`src/rtl/apb_pkg.sv`:
```
// Shared APB definitions: master FSM states and default bus widths,
// used by the master and by peripheral slaves such as fifo_Periph.
package apb_pkg;

  typedef enum logic [1:0] {
    IDLE   = 2'd0,
    SETUP  = 2'd1,
    ACCESS = 2'd2,
    ERR    = 2'd3
  } state_e;

  localparam int APB_ADDR_W = 32;
  localparam int APB_DATA_W = 32;

endpackage

```
`src/rtl/apb_addr_dec.sv`:
```
// Slave-select decoder: 3-bit select field of the request address to
// slave index, one-hot select vector and a mapped/unmapped flag.
module apb_addr_dec #(
  parameter int NUM_SLV = 4
) (
  input  logic [2:0]         sel_field,
  output logic [2:0]         idx,
  output logic [NUM_SLV-1:0] sel,
  output logic               hit
);

  always_comb begin
    idx = sel_field;
    hit = ({1'b0, sel_field} < 4'(NUM_SLV));
    sel = '0;
    for (int i = 0; i < NUM_SLV; i++) begin
      if (sel_field == 3'(i)) sel[i] = 1'b1;
    end
  end

endmodule

```
`src/rtl/apb_master.sv`:
```
// APB requester: turns a valid/ready command into SETUP/ACCESS phases,
// waits on the selected PREADY with a timeout and returns data/error.
module apb_master
  import apb_pkg::*;
#(
  parameter int ADDR_W  = APB_ADDR_W,
  parameter int DATA_W  = APB_DATA_W,
  parameter int NUM_SLV = 4,
  parameter int SEL_LSB = 12,
  parameter int TIMEOUT = 16
) (
  input  logic                      PCLK,
  input  logic                      PRESET,
  input  logic                      req_valid,
  output logic                      req_ready,
  input  logic                      req_write,
  input  logic [ADDR_W-1:0]         req_addr,
  input  logic [DATA_W-1:0]         req_wdata,
  output logic                      resp_valid,
  output logic [DATA_W-1:0]         resp_rdata,
  output logic                      resp_err,
  output logic [ADDR_W-1:0]         PADDR,
  output logic [DATA_W-1:0]         PWDATA,
  output logic                      PWRITE,
  output logic [NUM_SLV-1:0]        PSEL,
  output logic                      PENABLE,
  input  logic [NUM_SLV*DATA_W-1:0] PRDATA,
  input  logic [NUM_SLV-1:0]        PREADY
);

  localparam int CNT_W = $clog2(TIMEOUT + 1);
  localparam logic [CNT_W-1:0] CNT_MAX  = CNT_W'(TIMEOUT);
  localparam logic [CNT_W-1:0] CNT_LAST = CNT_W'(TIMEOUT - 1);

  state_e              state_q, state_d;
  logic [ADDR_W-1:0]   addr_q, addr_d;
  logic [DATA_W-1:0]   wdata_q, wdata_d;
  logic                write_q, write_d;
  logic [2:0]          idx_q, idx_d;
  logic [NUM_SLV-1:0]  sel_q, sel_d;
  logic [CNT_W-1:0]    cnt_q, cnt_d;
  logic                resp_valid_q, resp_valid_d;
  logic                resp_err_q, resp_err_d;
  logic [DATA_W-1:0]   rdata_q, rdata_d;

  logic [2:0]          dec_idx;
  logic [NUM_SLV-1:0]  dec_sel;
  logic                dec_hit;
  logic [DATA_W-1:0]   prdata_sel;
  logic                pready_sel;

  apb_addr_dec #(.NUM_SLV(NUM_SLV)) u_dec (
    .sel_field (req_addr[SEL_LSB +: 3]),
    .idx       (dec_idx),
    .sel       (dec_sel),
    .hit       (dec_hit)
  );

  // Only the addressed slave's ready and data are ever looked at.
  always_comb begin
    prdata_sel = '0;
    pready_sel = 1'b0;
    for (int i = 0; i < NUM_SLV; i++) begin
      if (idx_q == 3'(i)) begin
        prdata_sel = PRDATA[i*DATA_W +: DATA_W];
        pready_sel = PREADY[i];
      end
    end
  end

  always_comb begin
    state_d      = state_q;
    addr_d       = addr_q;
    wdata_d      = wdata_q;
    write_d      = write_q;
    idx_d        = idx_q;
    sel_d        = sel_q;
    cnt_d        = cnt_q;
    resp_valid_d = 1'b0;
    resp_err_d   = 1'b0;
    rdata_d      = rdata_q;
    case (state_q)
      IDLE: begin
        if (req_valid) begin
          idx_d = dec_idx;
          sel_d = dec_sel;
          if (dec_hit) begin
            addr_d  = req_addr;
            wdata_d = req_wdata;
            write_d = req_write;
            cnt_d   = '0;
            state_d = SETUP;
          end else begin
            state_d = ERR;
          end
        end
      end
      SETUP: state_d = ACCESS;
      ACCESS: begin
        if (pready_sel) begin
          state_d      = IDLE;
          resp_valid_d = 1'b1;
          rdata_d      = write_q ? '0 : prdata_sel;
        end else begin
          cnt_d = (cnt_q == CNT_MAX) ? cnt_q : cnt_q + 1'b1;
          if (cnt_q == CNT_LAST) begin
            state_d      = IDLE;
            resp_valid_d = 1'b1;
            resp_err_d   = 1'b1;
            rdata_d      = '0;
          end
        end
      end
      ERR: begin
        state_d      = IDLE;
        resp_valid_d = 1'b1;
        resp_err_d   = 1'b1;
        rdata_d      = '0;
      end
      default: state_d = IDLE;
    endcase
  end

  always_ff @(posedge PCLK) begin
    if (!PRESET) begin
      state_q      <= IDLE;
      addr_q       <= '0;
      wdata_q      <= '0;
      write_q      <= 1'b0;
      idx_q        <= '0;
      sel_q        <= '0;
      cnt_q        <= '0;
      resp_valid_q <= 1'b0;
      resp_err_q   <= 1'b0;
      rdata_q      <= '0;
    end else begin
      state_q      <= state_d;
      addr_q       <= addr_d;
      wdata_q      <= wdata_d;
      write_q      <= write_d;
      idx_q        <= idx_d;
      sel_q        <= sel_d;
      cnt_q        <= cnt_d;
      resp_valid_q <= resp_valid_d;
      resp_err_q   <= resp_err_d;
      rdata_q      <= rdata_d;
    end
  end

  assign req_ready  = (state_q == IDLE);
  assign PSEL       = (state_q == SETUP || state_q == ACCESS) ? sel_q : '0;
  assign PENABLE    = (state_q == ACCESS);
  assign PADDR      = addr_q;
  assign PWDATA     = wdata_q;
  assign PWRITE     = write_q;
  assign resp_valid = resp_valid_q;
  assign resp_err   = resp_err_q;
  assign resp_rdata = rdata_q;

endmodule

```
`config.mk`:
```
export PLATFORM = sky130hd
export DESIGN_NAME = apb_master
export DESIGN_NICKNAME = d
export VERILOG_FILES = /design/src/rtl/apb_pkg.sv /design/src/rtl/apb_addr_dec.sv /design/src/rtl/apb_master.sv
export SDC_FILE = /design/constraint.sdc
export NUM_CORES = 1
export LEC_CHECK = 0
export CORE_ASPECT_RATIO = 1.5
export CORE_MARGIN = 2
export CORE_UTILIZATION = 35
export DETAILED_ROUTE_END_ITERATION = 6
export PLACE_DENSITY = 0.73
export SETUP_SLACK_MARGIN = 0.15
export SYNTH_ARGS = -nofsm -noshare
export SYNTH_HDL_FRONTEND = slang
export SYNTH_HIERARCHICAL = 1
export SYNTH_SLANG_ARGS = --single-unit
```
`constraint.sdc`:
```
create_clock -name PCLK -period 4.89 [get_ports PCLK]
set_input_delay 0.978 -clock PCLK [delete_from_list [all_inputs] [get_ports PCLK]]
set_output_delay 0.978 -clock PCLK [all_outputs]
set_load 0.02 [all_outputs]
```
==> results.sh <==
export IMPL_htree_levels=4
export IMPL_async_reset_ff_share_pct=0
export IMPL_ant_nets=0
export IMPL_ys_warn_count=6
export IMPL_finalClockSkew_ps=13.2
export IMPL_fillCellCount=1547
export IMPL_cts_buffers_inserted=17
export IMPL_start_util_pct=35.5
export IMPL_fin_util_pct=57.7
export IMPL_area_delta_synth_final_pct=62.4
export IMPL_ios=305
export IMPL_grt_setup_unrepaired="false"
export IMPL_syn_area_um2=5900
export IMPL_place_congestion=0.783
export IMPL_grt_overflow=0
export IMPL_core_area_um2=16600
export IMPL_die_w_um=110
export IMPL_p_leak_nw=3.45
export IMPL_grtUsageTotal_pct=20.9
export IMPL_synth_flop_cell="dfxtp_1"
export IMPL_worst_pin_slew_ps=1030
export IMPL_startpoint_type="flip-flop"
export IMPL_critPathKind="flip-flop to output pin"
export IMPL_hold_viol_final=0
export IMPL_worstPathMaxFanout=16
export IMPL_drv_cap=0
export IMPL_dr_pass1_iters=5
export IMPL_tritoncts="yes"
export IMPL_finalCriticalPeriod_ps=3080
export IMPL_dpl_hpwl_um=13600
export IMPL_dr_total_vias=5973
export IMPL_clk_pin_slew_ps=50
export IMPL_ys_seq_elements=113
export IMPL_grt_pass1_vias=5928
export IMPL_slew_headroom_pct=31.5
export IMPL_synth_cell_type_count=45
export IMPL_cts_buffer_depth=2
export IMPL_clockRootBuffer="clkbuf_16"
export IMPL_cp_required_ps=3910
export IMPL_via_per_inst=5.02
export IMPL_tns_ps=0
export IMPL_drtIter0Drc=311
export IMPL_max_clock_freq_ghz=0.324
export IMPL_cp_end_kind="output pin"
export IMPL_setup_violations_final=0
export IMPL_grt_antenna_before_repair=0
export IMPL_ff2ff_path_depth=5
export IMPL_yosys_area_top_type_share_pct=38.3
export IMPL_drc_errors=0
export IMPL_power_density_nw_per_um2=368
export IMPL_critPathArrivalTime_ps=2110
export IMPL_die_area_um2=17900
export IMPL_cts_hold_buf=0
export IMPL_wirelength_um=19200
export IMPL_synth_seq_area_share_pct=38.3
export IMPL_syn_avg_cell_area_um2=8.38
export IMPL_synthTopCellsByArea="dfxtp_1 38%, nand2_1 11%, mux2i_1 11%"
export IMPL_grt_pass1_wl_um=29300
export IMPL_finalMaxSlewViolations=0
export IMPL_dieHeight_um=163
export IMPL_synth_top_area_cell="dfxtp_1"
export IMPL_drive_above_1_share_pct=8.36
export IMPL_grt_max_degree=71
export IMPL_max_vdd_ir_drop_uv=213
export IMPL_cts_sinks=113
export IMPL_clock_latency_ps=410
export IMPL_rows=58
export IMPL_post_cts_buffers=0
export IMPL_synth_nets=911
export IMPL_post_drt_wl_per_cell_um=16.1
export IMPL_hp_class="flip-flop to flip-flop"
export IMPL_port_buffers=304
export IMPL_fin_nets=1175
export IMPL_syn_inst=704
export IMPL_period_share_pct=63.1
export IMPL_cts_repair_resized=0
export IMPL_hold_path_depth=2
export IMPL_r2r_slack_ps=1870
export IMPL_status="finished, final reports clean"
export IMPL_synth_edf_count=0
export IMPL_num_antenna_cells=0
-- cell usage after synthesis, types with 2 or more instances --
cell,n
nand2_1,175
dfxtp_1,113
a21boi_0,75
mux2i_1,63
clkbuf_1,53
nand3_1,41
a311o_1,31
nand3b_1,31
or2_2,31
inv_1,8
ha_1,7
and2_1,5
and3_1,5
buf_4,5
nor2b_1,5
a21oi_1,4
buf_1,4
buf_6,4
nor2_1,4
o21ai_0,4
a211o_1,3
nand2b_1,3
nor3b_1,3
a21o_1,2
a31oi_1,2
buf_2,2
o211ai_1,2
o21a_1,2
-- sequential cells by signal (all words and copies together) (netlist names) --
register / cells
idx_q: 3
PWDATA: 32
cnt_q: 5
PWRITE: 1
resp_valid: 1
state_q: 2
PADDR: 32
sel_q: 4
resp_err: 1
resp_rdata: 32
-- final timing paths --
check / end / start
setup / recovery: PENABLE / state_q[0]
hold / removal: resp_rdata[21] / resp_rdata[21]
setup reg to reg: resp_rdata[27] / idx_q[1]
hold reg to reg: resp_rdata[21] / resp_rdata[21]
-- cell usage in the layout (no fill, tap or decap), types with 4 or more instances in the layout --
master / Yosys / routed
a311o_1: 31 / 31
or2_2: 31 / 31
o21ai_0: 4 / 4
buf_4: 5 / 10
mux2i_1: 63 / 63
nand3b_1: 31 / 31
clkinv_4: 0 / 4
and3_1: 5 / 4
nor2b_1: 5 / 5
a21boi_0: 75 / 75
clkdlybuf4s50_1: 0 / 303
clkinvlp_4: 0 / 6
ha_1: 7 / 7
and2_1: 5 / 5
a21oi_1: 4 / 4
inv_1: 8 / 8
clkbuf_16: 0 / 17
dfxtp_1: 113 / 111
nand3_1: 41 / 40
nor2_1: 4 / 4
nand2_1: 175 / 175
-- metal layers --
layer,up-vias,wire (µm),track usage [%],share of wire (%)
met5,-,0,0,0
met4,0,495,8.06,2.6
met3,31,1630,6.70,8.5
met2,204,9740,37.3,51
met1,2776,7340,22.3,38
li1,2962,-,-,-
-- cell type report --
type | instances | area (µm²) | area share, %
tap | 210 | 263 | 2.74
clock inverter | 14 | 158 | 1.65
multi-input combinational | 515 | 3320 | 34.7
timing repair buffer | 313 | 3110 | 32.4
clock buffer | 18 | 439 | 4.58
sequential | 113 | 2260 | 23.6
inverter | 8 | 30.0 | 0.313
-- report_power, final --
group	total, mW	switching [mW]	internal [mW]	leakage, nW
sequential	1.11	0.0850	1.03	0.919
combinational	1.19	0.605	0.583	2.26
clock	1.23	0.461	0.768	0.271
-- logic make-up after synthesis --
| group | Yosys count | synth area share, % |
|---|---|---|
| DFF | 113 | 38.3 |
| AOI/OAI and AO/OA | 132 | 17.9 |
| and+or+nand+nor | 311 | 25.5 |
| buffers and inverters | 76 | 5.70 |
| adders and majority gates | 7 | 1.48 |
| muxes | 65 | 11.1 |
-- metrics by stage --
step / setup slack, ps / cell area [µm²] / cells / power, mW / hold slack, ps
after floorplan: 2430 / 5900 / 704 / 1.84 / 439
after global placement: 1610 / 8990 / 1159 / 2.32 / 444
after detailed placement: 1550 / 8990 / 1159 / 2.33 / 451
after CTS: 1760 / 9580 / 1191 / 3.57 / 459
after global routing: 1630 / 9580 / 1191 / 3.71 / 475
final: 1810 / 9580 / 1191 / 3.53 / 458
-- critical path, cell delays in order, from the launching register on --
cell and delay, ps:
dfxtp_1 330, inv_1 100, ha_1 530, clkdlybuf4s50_1 750
Note: power is estimated with default switching activity, not from simulation.
